--- src/rtl/esp32_spi_regs_pkg.sv ---
// ---------------------------------------------------------------------------
// esp32_spi_pkg
// Shared definitions for the ESP32 register-mapped SPI slave:
//   - frame state encodings
//   - register addresses and command-byte layout
//   - register read mux helper
// ---------------------------------------------------------------------------
package esp32_spi_pkg;

  // Frame states
  localparam logic [1:0] ST_IDLE = 2'd0;
  localparam logic [1:0] ST_CMD  = 2'd1;
  localparam logic [1:0] ST_DATA = 2'd2;
  localparam logic [1:0] ST_DONE = 2'd3;

  // Register map
  localparam logic [6:0] A_BTN = 7'h00;
  localparam logic [6:0] A_LED = 7'h01;
  localparam logic [6:0] A_ID  = 7'h02;

  // Command byte: bit 7 = rw (1 = read), bits 6:0 = address
  localparam int RW_BIT = 7;

  typedef struct packed {
    logic       rw;
    logic [6:0] addr;
  } spi_cmd_t;

  function automatic logic [7:0] reg_read(input logic [6:0] addr,
                                          input logic [7:0] btn_snap,
                                          input logic [7:0] led,
                                          input logic [7:0] id);
    logic [7:0] v;
    v = 8'h00;
    case (addr)
      A_BTN:   v = btn_snap;
      A_LED:   v = led;
      A_ID:    v = id;
      default: v = 8'h00;
    endcase
    return v;
  endfunction

endpackage

--- src/rtl/esp32_spi_regs_sync_edge.sv ---
// ---------------------------------------------------------------------------
// sync_edge
// N-stage synchroniser for one asynchronous bit, followed by one further
// registered copy used for edge detection. Rise/fall pulses are registered,
// so a pin edge becomes a one-clk pulse C_stages+1 clocks later.
//
// Ports:
//   clk     in   system clock
//   rstn    in   synchronous reset, active-low
//   i_d     in   asynchronous input
//   o_rise  out  one-clk pulse on a synchronised 0->1 transition
//   o_fall  out  one-clk pulse on a synchronised 1->0 transition
//
// C_init is the idle level the chain is preset to during reset, so that
// releasing reset with the pin at its idle level produces no edge.
// ---------------------------------------------------------------------------
module sync_edge #(
  parameter int   C_stages = 2,
  parameter logic C_init   = 1'b0
) (
  input  logic clk,
  input  logic rstn,
  input  logic i_d,
  output logic o_rise,
  output logic o_fall
);

  logic [C_stages-1:0] r_chain;
  logic                r_prev;
  logic                r_rise;
  logic                r_fall;
  logic                w_sync;

  assign w_sync = r_chain[C_stages-1];

  always_ff @(posedge clk) begin
    if (!rstn) begin
      r_chain <= {C_stages{C_init}};
      r_prev  <= C_init;
      r_rise  <= 1'b0;
      r_fall  <= 1'b0;
    end else begin
      r_chain <= {r_chain[C_stages-2:0], i_d};
      r_prev  <= w_sync;
      r_rise  <= w_sync & ~r_prev;
      r_fall  <= ~w_sync & r_prev;
    end
  end

  assign o_rise = r_rise;
  assign o_fall = r_fall;

endmodule

--- src/rtl/esp32_spi_regs.sv ---
// ---------------------------------------------------------------------------
// esp32_spi_regs
// Register-mapped SPI slave (mode 0) for the ESP32 bus. SCLK/CSn/MOSI are
// oversampled on clk_25MHz; SCLK high and low phases must each last >= 4 clk.
//
// Ports:
//   clk_25MHz  in   system clock
//   rstn       in   synchronous reset, active-low
//   spi_sclk   in   async SCLK
//   spi_csn    in   async chip select, active-low
//   spi_mosi   in   async MOSI
//   miso       out  MISO data (top level owns the tri-state)
//   miso_oe    out  MISO drive enable
//   btn        in   raw buttons, async
//   led        out  LED register
//   led_wr     out  one-clk pulse on each LED register write
//   busy       out  high while a frame is active
//
// Register map: 0x00 btn_snap (RO), 0x01 led (RW), 0x02 C_id (RO),
// everything else reads 0x00 and ignores writes.
//
// Build option: ESP32_SPI_AUTOINC_EN -- after each data byte the address
// increments (7-bit wrap) and another data byte follows; otherwise the
// frame ends in DONE after one data byte.
//
// state | meaning
// IDLE  | no frame; waiting for an armed csn fall
// CMD   | shifting the command byte in, button snapshot out
// DATA  | shifting the data byte (write data in / register value out)
// DONE  | frame complete; SCLK ignored, miso held 0 until csn rises
// ---------------------------------------------------------------------------
module esp32_spi_regs
  import esp32_spi_pkg::*;
#(
  parameter int         C_sync_stages = 2,
  parameter logic [7:0] C_id          = 8'hE5,
  parameter int         C_btn_bits    = 7
) (
  input  logic                  clk_25MHz,
  input  logic                  rstn,
  input  logic                  spi_sclk,
  input  logic                  spi_csn,
  input  logic                  spi_mosi,
  output logic                  miso,
  output logic                  miso_oe,
  input  logic [C_btn_bits-1:0] btn,
  output logic [7:0]            led,
  output logic                  led_wr,
  output logic                  busy
);

  logic w_sclk_rise;
  logic w_sclk_fall;
  logic w_csn_rise;
  logic w_csn_fall;

  sync_edge #(.C_stages(C_sync_stages), .C_init(1'b0)) u_sync_sclk (
    .clk    (clk_25MHz),
    .rstn   (rstn),
    .i_d    (spi_sclk),
    .o_rise (w_sclk_rise),
    .o_fall (w_sclk_fall)
  );

  sync_edge #(.C_stages(C_sync_stages), .C_init(1'b1)) u_sync_csn (
    .clk    (clk_25MHz),
    .rstn   (rstn),
    .i_d    (spi_csn),
    .o_rise (w_csn_rise),
    .o_fall (w_csn_fall)
  );

  // Plain synchronisers for MOSI and buttons
  logic [C_sync_stages-1:0] r_mosi_sync;
  logic [C_btn_bits-1:0]    r_btn_sync [C_sync_stages];

  always_ff @(posedge clk_25MHz) begin
    if (!rstn) begin
      r_mosi_sync <= '0;
      for (int i = 0; i < C_sync_stages; i++) r_btn_sync[i] <= '0;
    end else begin
      r_mosi_sync   <= {r_mosi_sync[C_sync_stages-2:0], spi_mosi};
      r_btn_sync[0] <= btn;
      for (int i = 1; i < C_sync_stages; i++) r_btn_sync[i] <= r_btn_sync[i-1];
    end
  end

  logic       w_mosi;
  logic [7:0] w_btn_ext;

  assign w_mosi    = r_mosi_sync[C_sync_stages-1];
  assign w_btn_ext = 8'(r_btn_sync[C_sync_stages-1]);

  // Frame state
  logic [1:0] r_state;
  logic [2:0] r_bitcnt;
  logic [7:0] r_rx_sh;
  logic [7:0] r_tx_sh;
  logic [7:0] r_btn_snap;
  logic [7:0] r_led;
  logic       r_led_wr;
  logic       r_miso;
  logic       r_miso_oe;
  spi_cmd_t   r_cmd;

  // Post-reset arming: the csn chain is preset high, so a pin already low at
  // reset release shows up as a fall pulse inside the settle window. That
  // fall must not open a frame; only a genuine high->low after release does.
  logic [3:0] r_settle;
  logic       r_hold_low;
  logic       r_armed;

  logic [7:0] w_rx_next;
  logic [7:0] w_rd_data;

  assign w_rx_next = {r_rx_sh[6:0], w_mosi};
  assign w_rd_data = reg_read(w_rx_next[6:0], r_btn_snap, r_led, C_id);

`ifdef ESP32_SPI_AUTOINC_EN
  logic [6:0] w_next_addr;
  logic [7:0] w_inc_data;

  assign w_next_addr = r_cmd.addr + 7'd1;
  assign w_inc_data  = reg_read(w_next_addr, r_btn_snap, r_led, C_id);
`endif

  always_ff @(posedge clk_25MHz) begin
    if (!rstn) begin
      r_state    <= ST_IDLE;
      r_bitcnt   <= 3'd0;
      r_rx_sh    <= 8'h00;
      r_tx_sh    <= 8'h00;
      r_btn_snap <= 8'h00;
      r_led      <= 8'h00;
      r_led_wr   <= 1'b0;
      r_miso     <= 1'b0;
      r_miso_oe  <= 1'b0;
      r_cmd      <= '0;
      r_settle   <= 4'(C_sync_stages + 2);
      r_hold_low <= 1'b0;
      r_armed    <= 1'b0;
    end else begin
      r_led_wr <= 1'b0;

      if (r_settle != 4'd0) begin
        r_settle <= r_settle - 4'd1;
        if (w_csn_fall) r_hold_low <= 1'b1;
      end else if (!r_hold_low) begin
        r_armed <= 1'b1;
      end
      if (w_csn_rise) begin
        r_hold_low <= 1'b0;
        r_armed    <= 1'b1;
      end

      // csn rise has priority over any sclk edge in the same clk
      if (w_csn_rise) begin
        r_state   <= ST_IDLE;
        r_miso_oe <= 1'b0;
        r_miso    <= 1'b0;
        r_bitcnt  <= 3'd0;
      end else begin
        case (r_state)
          ST_IDLE: begin
            if (w_csn_fall && r_armed) begin
              r_btn_snap <= w_btn_ext;
              r_state    <= ST_CMD;
              r_bitcnt   <= 3'd0;
              r_rx_sh    <= 8'h00;
              r_miso_oe  <= 1'b1;
              r_miso     <= w_btn_ext[7];
              // tx_sh holds the bits still to go out after the current one
              r_tx_sh    <= {w_btn_ext[6:0], 1'b0};
            end
          end

          ST_CMD, ST_DATA: begin
            if (w_sclk_rise) begin
              r_rx_sh  <= w_rx_next;
              r_bitcnt <= r_bitcnt + 3'd1;
              if (r_bitcnt == 3'd7) begin
                if (r_state == ST_CMD) begin
                  r_cmd.rw   <= w_rx_next[RW_BIT];
                  r_cmd.addr <= w_rx_next[6:0];
                  r_tx_sh    <= w_rx_next[RW_BIT] ? w_rd_data : 8'h00;
                  r_state    <= ST_DATA;
                end else begin
                  if (!r_cmd.rw && (r_cmd.addr == A_LED)) begin
                    r_led    <= w_rx_next;
                    r_led_wr <= 1'b1;
                  end
`ifdef ESP32_SPI_AUTOINC_EN
                  r_cmd.addr <= w_next_addr;
                  r_tx_sh    <= r_cmd.rw ? w_inc_data : 8'h00;
`else
                  r_state <= ST_DONE;
                  r_tx_sh <= 8'h00;
                  r_miso  <= 1'b0;
`endif
                end
              end
            end else if (w_sclk_fall) begin
              r_miso  <= r_tx_sh[7];
              r_tx_sh <= {r_tx_sh[6:0], 1'b0};
            end
          end

          default: begin
            r_miso <= 1'b0;
          end
        endcase
      end
    end
  end

  assign miso    = r_miso;
  assign miso_oe = r_miso_oe;
  assign led     = r_led;
  assign led_wr  = r_led_wr;
  assign busy    = (r_state != ST_IDLE);

endmodule

--- config.mk ---
export PLATFORM = sky130hd
export DESIGN_NAME = esp32_spi_regs
export DESIGN_NICKNAME = d
export VERILOG_FILES = /design/src/rtl/esp32_spi_regs_pkg.sv /design/src/rtl/esp32_spi_regs_sync_edge.sv /design/src/rtl/esp32_spi_regs.sv
export SDC_FILE = /design/constraint.sdc
export NUM_CORES = 1
export LEC_CHECK = 0
export CAP_MARGIN = 10
export CORE_UTILIZATION = 64
export CTS_BUF_LIST = sky130_fd_sc_hd__clkbuf_4 sky130_fd_sc_hd__clkbuf_8
export DETAILED_ROUTE_END_ITERATION = 8
export HOLD_SLACK_MARGIN = 0.02
export PLACE_DENSITY = 0.82
export SLEW_MARGIN = 20
export SYNTH_ARGS = -nofsm -noshare
export SYNTH_HDL_FRONTEND = slang
export SYNTH_HIERARCHICAL = 1
export SYNTH_SLANG_ARGS = --single-unit
--- constraint.sdc ---
create_clock -name clk_25MHz -period 2.9 [get_ports clk_25MHz]
set_clock_uncertainty 0.05 [all_clocks]
set_input_delay 0.58 -clock clk_25MHz [delete_from_list [all_inputs] [get_ports clk_25MHz]]
set_output_delay 0.58 -clock clk_25MHz [all_outputs]
set_load 0.1 [all_outputs]
======== Yosys cells after proc, flatten, opt, wreduce, memory -nomap -nowiden ========
Memories as Yosys holds them, arrays and structs flattened.
Index checks and enable logic that the tools add are counted.
Widths: inputs -> output; s select.
operators by class
  add/sub/neg operators ................... 2
  eq/ne operators ......................... 14
  multiplexer cells ....................... 33
  bitwise gates (word level) .............. 16
  reduce and logical (&&, ||, !) cells .... 22
operators by type and width
  cell                number
  $mux 8              6
  $mux 7              4
  $pmux 8 s3          1
  $pmux 8 s2          1
  $eq 7x1->1 const B  2
  $pmux 7 s2          1
  $mux 1              12
  $reduce_and 4->1    3
  $not 1->1           10
  $reduce_and 5->1    2
  $eq 7x2->1 const B  1
  $logic_not 7->1     1
  $mux 2              3
  $mux 3              2
  $ne 2x1->1 const B  3
  $ne 3x3->1 const B  2
  $pmux 3 s2          1
  $reduce_and 2->1    3
  $reduce_and 3->1    2
  $reduce_and 6->1    1
  $reduce_or 6->1     1
  $and 1x1->1         4
  $ne 2x2->1 const B  2
  $pmux 2 s2          1
  other kinds (14)    18
storage, ports and cells
  flip-flop bits (word level) ............. 64
  memory bits (writable) .................. 14
  input bits .............................. 12
  output and inout bits ................... 12
  logic and storage cells ................. 111
  memories kept ........................... 1
memory list
  memory      depth  width  rd ports  clocked after memory_dff  write ports  RTL line              text
  r_btn_sync  2      7      2         0                         2            esp32_spi_regs.sv:75  logic [C_btn_bits-1:0] r_btn_sync [C_sync_stages];

======== Logic depth before layout (Yosys ltp) ========
  depth after elaboration ................. 7
  gate-level depth with buffers ........... 9
  mapped depth without buffers ............ 6

======== Modules after synthesis ========
Netlist, hierarchy kept.
by module, submodules not included
  module                    instances  cells an instance  area each (µm²)  sequential area each (µm²)
  esp32_spi_regs            1          323                2,810.2          1,361.3
  sync_edge at u_sync_sclk  1          10                 140.1            100.1
  sync_edge at u_sync_csn   1          10                 136.4            100.1

======== Worst setup path before layout ========
No wires, ideal clock.
  path type ............................... reg-to-reg
  start ................................... reg r_state[0]
  end ..................................... reg r_led[1] (netlist: led[1])
  setup time .............................. 87 ps
  arrival time ............................ 1,837 ps
  required time ........................... 2,763 ps
  path slack .............................. 926 ps
  cell stages (with the launch flop) ...... 10
  buffers on the path ..................... 3
  period minus slack after synthesis ...... 1,974 ps
  cells stage by stage .................... dfxtp_1 inv_1 ha_1 buf_4 and4b_1 buf_4 nand4_1 clkbuf_1 nand3_1 o31ai_1
on the way
  longest elaborated chain between the ends .. 3
  elaborated cells between the ends (all ways) .. 5
  classes of those cells .................. 2 x eq/ne; 1 x bitwise; 2 x reduce/logical
ends and longest elaborated chain
  element                                              RTL line                                      text
  start, declared                                      esp32_spi_regs.sv:95                          logic [1:0] r_state;
  start signal, assigned                               esp32_spi_regs.sv:129                         r_state <= ST_IDLE;
  start signal, assigned                               esp32_spi_regs.sv:158                         r_state <= ST_IDLE;
  start signal, assigned                               esp32_spi_regs.sv:167                         r_state <= ST_CMD;
  $eq 2x1->1 / $eq 2x2->1 (equally long branches)      esp32_spi_regs.sv:163, esp32_spi_regs.sv:182
  $reduce_or 2->1 / $not 1->1 (equally long branches)  -
  $reduce_and 6->1 (no source line) (*)                -
  end signal, assigned                                 esp32_spi_regs.sv:189                         r_led <= w_rx_next;
  end, declared                                        esp32_spi_regs.sv:100                         logic [7:0] r_led;
Every way passes the cells marked *; elsewhere a longest branch is shown, timed or not.
A chain may end at the register's enable or synchronous reset.

======== Final worst setup path ========
  start ................................... reg u_sync_sclk.r_rise (netlist: u_sync_sclk/o_rise)
  end ..................................... reg r_led[1] (netlist: led[1])
on the way
  longest elaborated chain between the ends .. 1
ends and longest elaborated chain
  element                            RTL line                        text
  start, declared                    esp32_spi_regs_sync_edge.sv:30  logic r_rise;
  start signal, assigned             esp32_spi_regs_sync_edge.sv:45  r_rise <= w_sync & ~r_prev;
  $reduce_and 6->1 (no source line)  -
Every way passes these cells.

==> summary by stage <==
Synthesis
The most instantiated flip-flop cell in the synthesis netlist is dfxtp_1. The post-synthesis adder-cell area fraction is 2.84%. The synthesized netlist contains 44 unique library cells. The number of synthesized register bits is 78. The most repeated cell in the gate-level netlist after synthesis is dfxtp_1. The mean area per synthesized cell is 9.00 sq um. The cell type with the highest aggregate area in the netlist is dfxtp_1. Summed over its instances, the top area cell type makes up 50.6% of the synthesized netlist area. The synthesized netlist devotes 0.284% of its cell area to XOR and XNOR gates. The synthesized design contains 0 enable-type register cells. The cell count after synthesis came out at 343. In this run the cell area of the synthesized design comes to 3090 sq um. Ranked by total cell area, the synthesized netlist is headed by dfxtp_1, nand2_1, o21ai_0, a21oi_1, and2_1. Summing the areas of all compound-gate instances in the mapped netlist gives 16.6% of the synthesized area.

By area, the combinational part of the netlist is dominated by simple AND/OR/NAND/NOR gates. The share of the yosys chip area belonging to registers is 50.6%. Of the total synthesized cell area, the portion taken by AND, OR, NAND and NOR gates is 22.3%. The synthesis warning total is 6.

The fraction of synthesized area in multiplexers is 1.74%. After synthesis, the share of flip-flops with an asynchronous set or reset is 0%. The number of nets produced by synthesis is 362. After synthesis, the most frequently instantiated cells are dfxtp_1, nand2_1, o21ai_0.

Floorplanning
The initialized floorplan defines 24 standard-cell rows. The die footprint is 5100 sq um. The core region is 4500 sq um. The die is 71.4 um wide. During I/O placement, the number of pins put on the boundary was 24. The initial cell density of the core is 68.5%. The chip height is 71.4 um.

Worst setup path
The depth of the worst register-to-register path is 3. The classification of the worst setup path is reg -> reg. STA classifies the critical path endpoint as a flop. The arrival time of the worst setup path is 2.55 ns. The biggest fanout along the worst timing path is 19. The worst register-to-register path begins at u_sync_sclk/o_rise$_SDFF_PN0_.

STA classifies the critical path startpoint as a flop. In this run the worst setup path begins at u_sync_sclk/o_rise$_SDFF_PN0_. At the worst endpoint, the required time is 3.10 ns.

Clock tree
After clock tree synthesis, the clock-pin slew on the worst setup and hold paths is 0.08 ns. TritonCTS built the clock tree. CTS built an H-tree with a depth of 3. The number of gates resized after CTS is 0.

The later pin in the worst-skew pair is clocked with a latency of 0.35 ns. The number of buffers inserted by hold repair at cts is 0. Clock tree synthesis found a total of 78 sinks. The number of buffers inserted during clock tree synthesis is 9. The cell chosen for the clock root is clkbuf_8. The deepest clock path buffer count is 2. Once the clock tree was built, the setup fixing pass inserted 0 buffers.

Run
Across the run, the number of max-cap violations was 0.

Finish
The count of antenna diodes in the layout is 0. At the end of the flow, the number of nets in the layout was 380. The utilization of the core after routing is 77.4%. The final instance area is 3490 sq um. The area growth from synthesis to layout is 12.9%.

The share of cells above drive strength 1 is 11.5%.

Status
The flow ran to the end, and the final reports show no timing, DRC or antenna violations.

Drt
The total wire length is 6210 um. The routed wirelength normalized by instance count is 14.8 um. The number of iterations in the first detailed-routing pass is 4. In this run, the number of DRC markers left after iteration 0 of detailed routing was 128.

The via density per instance is 5.94. The detailed router placed 2,481 vias in this run. In the routed design, unresolved DRC markers number 0. The number of nets with antenna violations after detailed routing is 0.

STA
For the final routed database, the setup TNS stands at 0 ns. The minimum clock period is 2.35 ns. The post-route clock period utilization is 81.1%. Setup violations remaining at the end of the flow were counted as 0. At the pin with the least slew margin, the transition time is 0.635 ns. The headroom to the max-slew limit is 57.6%.

The final-report max-slew violation count is 0. The fmax is 425 MHz. Setup repair after global routing left no endpoint under its margin. The hold violation total from the final report came to 0. The final worst hold slack is 0.362 ns.

Placement
The last weighted congestion value of the routability-driven placer is 0.857. Input and output buffers added on the ports amount to 23. The sum of net half-perimeters after detailed placement is 4090 um. The placement-stage cell area is 3290 sq um.

Pwr
The maximum resistive drop on vdd is 0.000554 V. In this run the power density over the cells is 651 nW/um^2. The cell leakage power is 0.00128 uW. Power comes to 2270 uW.

GRT
The wire length of the first global-routing pass is 10,300 um. The global-route total usage across every layer is 26.4%. The maximum number of pins on one net before global-route repair is 43.

The initial antenna violation count came to 0. The number of global-route vias before repair is 2,288. Global routing finished with a remaining overflow of 0.

Min path
The critical hold path startpoint is u_sync_csn/r_chain[0]$_SDFF_PN1_. In this run the worst hold path is classified as reg -> reg. Along the worst hold path, the cell count comes to 1.
[final cells by class]
cell class	instances	area, sq um
flip-flops and latches	78	1560
multi-input cells	224	1350
fillers	331	1020
repair buffers	29	245
clock buffers	12	146
inverters	19	71.3
well taps	52	65.1
clock inverters	4	47.5
[cell families (layout without fill, tap and decap cells)]
kind of cell / count (synthesis) / count (layout)
and+or+nand+nor: 132 / 132
AOI/OAI and AO/OA: 79 / 79
DFF: 78 / 78
buffers and inverters: 41 / 64
adders and majority gates: 7 / 7
muxes: 5 / 5
xor gates and xnor gates: 1 / 1
[cell usage in the layout (no fill, tap or decap), types with 3 or more instances in the layout]
cell type,Yosys,routed
and2_1,17,17
clkdlybuf4s50_1,0,11
mux2i_1,4,4
o21ai_0,26,26
nand3_1,18,18
a21oi_1,22,22
nor2_1,22,22
o311ai_0,3,3
nand2_1,36,36
inv_1,18,18
buf_4,2,18
clkbuf_4,0,3
a31oi_1,5,5
and3b_1,5,5
clkbuf_8,0,9
nand2b_1,5,5
o221ai_1,3,3
a22oi_1,7,7
and2_2,3,3
ha_1,7,7
o221a_1,3,3
nand4_1,5,5
nor3_1,6,6
nand3b_1,5,5
dfxtp_1,78,78
[registers in the layout, summed over array words and instances (netlist names), 3 cells and up]
name / count
r_settle: 4
led: 8
r_btn_sync: 14
r_rx_sh: 7
r_tx_sh: 8
r_btn_snap: 7
r_bitcnt: 3
r_cmd: 8
[per-stage QoR]
step	instances	setup slack, ns
after CTS	418	0.601
final	418	0.547
after global routing	418	0.377
after detailed placement	402	0.604
after global placement	402	0.703
after floorplan	343	0.926
[critical path, stage by stage (launching register included)]
cell and delay [ns]:
dfxtp_1 0.73, and4b_1 0.51, nand4_1 0.56, o31ai_1 0.40
[power by group]
group | internal, uW | switching (uW)
Combinational | 122 | 174
Sequential | 1130 | 41.9
Clock | 424 | 376
[path summary, 6_finish.rpt]
path	to	slack (ns)
worst max-delay path	led[1]$_SDFFE_PN0P_	0.55
worst min-delay path	u_sync_csn/r_chain[1]$_SDFF_PN1_	0.36
worst max register to register	led[1]$_SDFFE_PN0P_	0.55
worst min register to register	u_sync_csn/r_chain[1]$_SDFF_PN1_	0.36
[per-layer routing]
layer | global-route usage, % | vias up | wire, um
li1 | - | 1228 | -
met1 | 34.5 | 1158 | 2900
met2 | 41.2 | 79 | 2790
met3 | 6.75 | 16 | 375
met4 | 12.4 | 0 | 139
met5 | 0 | - | 0
Note: power is estimated with default switching activity, not from simulation.
